**src/rtl/muldiv_unit.sv**
```systemverilog
// muldiv_unit: iterative 64-bit multiply (shift-add) and divide (restoring) with sign handling and divide fast path
module muldiv_unit #(
    parameter int XLEN = 64
) (
    input  logic            clk,
    input  logic            rst,
    input  logic [XLEN-1:0] muldiv_rs1_data_i,
    input  logic [XLEN-1:0] muldiv_rs2_data_i,
    input  logic            muldiv_rs1_sign_i,
    input  logic            muldiv_rs2_sign_i,
    input  logic            muldiv_req_valid_i,
    input  logic            muldiv_mul_en_i,
    input  logic            flush_i,
    output logic [XLEN-1:0] muldiv_data_1_o,
    output logic [XLEN-1:0] muldiv_data_2_o,
    output logic            muldiv_resp_valid_o,
    output logic            muldiv_stall_o
);
    typedef enum logic [1:0] {IDLE, BUSY, DONE} state_t;
    localparam logic [XLEN-1:0] MIN = {1'b1, {(XLEN-1){1'b0}}};
    state_t state, state_n;
    logic [6:0] count;
    logic [XLEN-1:0] hi, lo, m, hi_n, lo_n, a_mag, b_mag, rem_sub;
    logic mul, neg_q, neg_r, a_neg, b_neg, accept, div_zero, ovf, fast, ge;
    logic [XLEN:0] mul_sum, rem_try;
    logic [2*XLEN-1:0] product;
    assign a_neg    = muldiv_rs1_sign_i & muldiv_rs1_data_i[XLEN-1];
    assign b_neg    = muldiv_rs2_sign_i & muldiv_rs2_data_i[XLEN-1];
    assign a_mag    = a_neg ? -muldiv_rs1_data_i : muldiv_rs1_data_i;
    assign b_mag    = b_neg ? -muldiv_rs2_data_i : muldiv_rs2_data_i;
    assign accept   = state == IDLE && muldiv_req_valid_i && !flush_i;
    assign div_zero = !muldiv_mul_en_i && muldiv_rs2_data_i == '0;
    assign ovf      = !muldiv_mul_en_i && muldiv_rs1_sign_i && muldiv_rs2_sign_i &&
                      muldiv_rs1_data_i == MIN && muldiv_rs2_data_i == '1;
    assign fast     = div_zero || ovf;
    // hi holds the running product high half / partial remainder; lo holds multiplier / dividend-quotient
    assign mul_sum  = {1'b0, hi} + (lo[0] ? {1'b0, m} : '0);
    assign rem_try  = {hi, lo[XLEN-1]};
    assign ge       = rem_try >= {1'b0, m};
    assign rem_sub  = rem_try[XLEN-1:0] - m;
    assign hi_n     = mul ? mul_sum[XLEN:1] : (ge ? rem_sub : rem_try[XLEN-1:0]);
    assign lo_n     = mul ? {mul_sum[0], lo[XLEN-1:1]} : {lo[XLEN-2:0], ge};
    assign product  = neg_q ? -{hi_n, lo_n} : {hi_n, lo_n};

    always_ff @(posedge clk) begin
        state <= !rst ? IDLE : state_n;
    end

    always_comb begin
        state_n = flush_i ? IDLE :
                  accept ? (fast ? DONE : BUSY) :
                  state == BUSY ? (count == 7'(XLEN-1) ? DONE : BUSY) : IDLE;
    end

    always_comb begin
        muldiv_resp_valid_o = rst && state == DONE;
        muldiv_stall_o      = rst && ((state == IDLE && muldiv_req_valid_i) || state == BUSY);
    end

    always_ff @(posedge clk) begin
        if (!rst) begin
            {mul, neg_q, neg_r, count, m, hi, lo} <= '0;
            muldiv_data_1_o <= '0;
            muldiv_data_2_o <= '0;
        end else if (accept) begin
            mul   <= muldiv_mul_en_i;
            neg_q <= a_neg ^ b_neg;
            neg_r <= a_neg;
            m     <= muldiv_mul_en_i ? a_mag : b_mag;
            lo    <= muldiv_mul_en_i ? b_mag : a_mag;
            hi    <= '0;
            count <= '0;
            if (fast) begin
                muldiv_data_1_o <= div_zero ? '1 : MIN;
                muldiv_data_2_o <= div_zero ? muldiv_rs1_data_i : '0;
            end
        end else if (state == BUSY) begin
            hi    <= hi_n;
            lo    <= lo_n;
            count <= count + 7'd1;
            if (state_n == DONE) begin
                muldiv_data_1_o <= mul ? product[XLEN-1:0] : (neg_q ? -lo_n : lo_n);
                muldiv_data_2_o <= mul ? product[2*XLEN-1:XLEN] : (neg_r ? -hi_n : hi_n);
            end
        end
    end
endmodule

```
**config.mk**
```make
export PLATFORM = sky130hd
export DESIGN_NAME = muldiv_unit
export DESIGN_NICKNAME = d
export VERILOG_FILES = /design/src/rtl/muldiv_unit.sv
export SDC_FILE = /design/constraint.sdc
export NUM_CORES = 2
export LEC_CHECK = 0
export ABC_AREA = 0
export BUFFER_PORTS_ARGS = -buffer_cell sky130_fd_sc_hd__buf_2
export CORE_UTILIZATION = 55
export DETAILED_ROUTE_END_ITERATION = 8
export PLACE_DENSITY = 0.72
export REMOVE_ABC_BUFFERS = 1
export SETUP_SLACK_MARGIN = 0.15
export SYNTH_ARGS = -nofsm -noshare
export SYNTH_HDL_FRONTEND = slang
export SYNTH_SLANG_ARGS = --single-unit
```
**constraint.sdc**
```tcl
create_clock -name clk -period 7.7 [get_ports clk]
set_clock_uncertainty 0.1 [all_clocks]
set_input_delay 1.54 -clock clk [delete_from_list [all_inputs] [get_ports clk]]
set_output_delay 1.54 -clock clk [all_outputs]
set_load 0.01 [all_outputs]
```
==> impl_metrics.toml <==
[timing]
hold_slack_ns = 0.3603
hold_viol_final = 0
setup_viol = 0
tightest_slew_ns = 1.370
fin_crit_ns = 7.193
rsz0062_at_grt = "no"
slew_headroom = 0.08063
setup_ws_ns = 0.5067
max_freq_mhz = 139.0
slew_viol_final = 0
timing.setup.tns_ns = 0
finalCritPeriodShare = 0.9342

[setup_path]
crit_path_start_kind = "flop"
cp.arrival_ns = 7.61
endpoint = "muldiv_data_2_o[56]$_SDFFE_PN0P_"
r2r_setup_slack_ns = 0.51
path_max_fanout = 11
path_depth = 21
r2r_cells = 21
cp_num_buf_inv = 1
endpoint_kind = "flop"
cp_slowest_stage_delay_ns = 0.62
worstSetupPathType = "flop to flop"
rr_endpoint = "muldiv_data_2_o[56]$_SDFFE_PN0P_"
cp_cell_sequence = "inv_1 -> ha_1 -> a21oi_1 -> a21oi_1 -> a211oi_1 -> o211ai_1 -> a211o_1 -> a211oi_2 -> or2_2 -> ha_1 -> o21ai_0 -> or4_1 -> or4_1 -> or3b_1 -> nor2_1 -> nor2_1 -> a21oi_2 -> nand4_1 -> nor4b_2 -> mux2_1 -> o22ai_1"
slowest_stage = "or4_1"
startpoint = "m[43]$_SDFFE_PN0P_"
reg2reg_from = "m[43]$_SDFFE_PN0P_"
cp_top_family = "simple AND/OR/NAND/NOR gates"
required_ns = 8.11

[die]
start_util = 0.5569
design.core.area_sq_um = 59020
die_x_microns = 246.5
die-height_microns = 246.5
die_area_sq_um = 60740
io_pins = 265
core.rowCount = 89

[synth]
synth_seq_area_share = 0.2022
yosysTopAreaCell = "dfxtp_1"
synthTopCellsByCount = "nand2_1, a21oi_1, nor2_1"
synth_area_leaders = "dfxtp_1, a21oi_1, nand2_1"
syn_area_sq_um = 32870
synth.most_common_cell = "nand2_1"
synth-seq-cells = 332
synthesis.instances = 4678
async_reset_ff_frac = 0
ys_types = 120
synth_edf_count = 0
ys_dominant_reg_cell = "dfxtp_1"
synth_area_per_cell_sq_um = 7.026
ys_warn_count = 0
yosys.area.top_type_share = 0.2022

[layout]
drive_above_1_share = 0.1196
final_nets = 5024
nFillCells = 5669
final_cells = 5562
syn_to_final_growth_pct = 9.422

[drt]
via_count = 38750
drc = 0
totalWireLength_mm = 154.1
drtIter0Drc = 5312
wire_per_inst_microns = 27.70
firstDrtPassIters = 8
drt-vias-per-instance = 6.967
drt.antenna.violating_nets = 0

[outcome]
outcome = "complete, no violations"

[place]
gp_congestion = 1.081
post-dp-hpwl_mm = 117.3
dpl.cell_count = 5480
pre_cts_slack_ns = 0.6609
portBuffers = 264

[clock_network]
clock_path_buffers = 3
cts.sinks = 332
htree_levels = 2
cts_hold_buffers = 0
worstSkewPairLatency_ns = 0.61
cts-root-buf = "clkbuf_16"
cts_tree = "built"
clk_pin_slew_ns = 0.06
cts_made_buffers = 43

[power]
ir_drop_v = 0.0001831
power.density_nw_per_um2 = 198.6
p_leak_nw = 14.17
power_mw = 7.142

[run]
cap_violations = 0

[grt]
grt_max_degree = 148
grt_pass1_wl_mm = 222.3
first_global_vias = 34600
antenna_found_initial = 9
grt_overflow_total = 0
grt_use_total = 0.4867

[min_path]
hold_class = "flop to flop"
-- cell families (layout without fill, tap and decap cells) --
family / Yosys count / in the layout / synth area share
adders and majority gates: 136 / 136 / 0.05223
DFF: 332 / 332 / 0.2022
muxes: 100 / 100 / 0.03103
buffers and inverters: 479 / 582 / 0.06083
and+or+nand+nor: 1759 / 1759 / 0.2604
other: 0 / 8 / 0
AOI/OAI and AO/OA: 1561 / 1561 / 0.3104
xor gates and xnor gates: 311 / 311 / 0.08287
-- state kept, by name, summed over array words and instances (netlist names) --
signal	flops
count	7
hi	64
lo	64
m	64
mul	1
muldiv_data_1_o	64
muldiv_data_2_o	64
neg_q	1
neg_r	1
state	2
-- repair_timing --
item                       CTS  global route
setup endpoints to repair    0             4
gates resized for setup      0             1
setup buffers                0             0
-- cell usage in the layout, fill, tap and decap left out, types with 20 or more instances in the layout --
cell and instances:
a22oi_1 27, or3_1 46, xor2_1 133, nor4_1 37
o211ai_1 194, o21ai_0 275, nand2b_1 32, dfxtp_1 330
ha_1 134, nand3_1 65, o31ai_1 31, a211oi_1 67
o21a_1 41, xnor2_1 178, o21bai_1 20, and3_1 28
nor3_1 163, a21o_1 49, buf_4 93, and2_1 95
nor2_1 446, nand4_1 95, mux2i_1 85, inv_1 144
o22ai_1 21, a221oi_1 34, nand2_1 594, a21oi_1 526
clkbuf_16 44, buf_2 264, a31oi_1 44
-- cell type report --
| class | count | area [sq um] | area share |
|---|---|---|---|
| clock inverter | 15 | 172.7 | 0.004801 |
| tap | 773 | 967.2 | 0.02689 |
| inverter | 149 | 564.3 | 0.01569 |
| clock buffer | 58 | 1204 | 0.03347 |
| sequential | 332 | 6651 | 0.1849 |
| antenna | 8 | 20.02 | 0.0005566 |
| timing repair buffer | 360 | 2079 | 0.05782 |
| multi-input combinational | 3867 | 24310 | 0.6758 |
-- per-stage QoR --
stage	cell area (sq um)	utilization
4_1_cts	35930	0.6089
5_1_grt	35950	0.6091
3_5_place_dp	34560	0.5855
3_3_place_gp	34560	0.5855
6_report	35960	0.6094
2_1_floorplan	31430	-
-- per-layer routing --
layer / global-route usage / vias up / share of wire
li1: - / 17260 / -
met4: 0.3066 / 8 / 0.073
met5: 0 / - / 0.00032
met2: 0.6985 / 2695 / 0.41
met3: 0.1460 / 484 / 0.13
met1: 0.6307 / 18310 / 0.39
-- worst min-delay path, cell delays in order (launching register included) --
cell	delay [ns]
dfxtp_1	0.31
nand2_1	0.05
a21oi_1	0.05
-- power by group --
part | switching, mW | internal [mW] | total [mW]
combinational | 2.17 | 0.986 | 3.16
clock | 0.887 | 1.19 | 2.08
sequential | 0.0909 | 1.81 | 1.90
-- how the worst min path moves through the flow --
stage | cells after the start | end | start | slack [ns]
global placement | 2 | m[35]$_SDFFE_PN0P_ | m[35]$_SDFFE_PN0P_ | 0.35
global route | 2 | m[35]$_SDFFE_PN0P_ | m[35]$_SDFFE_PN0P_ | 0.38
CTS | 2 | m[35]$_SDFFE_PN0P_ | m[35]$_SDFFE_PN0P_ | 0.36
detailed placement | 2 | m[35]$_SDFFE_PN0P_ | m[35]$_SDFFE_PN0P_ | 0.35
floorplan | 2 | m[45]$_SDFFE_PN0P_ | m[45]$_SDFFE_PN0P_ | 0.34
finish | 2 | m[6]$_SDFFE_PN0P_ | m[6]$_SDFFE_PN0P_ | 0.36
Power figures use the tool's default switching activity.
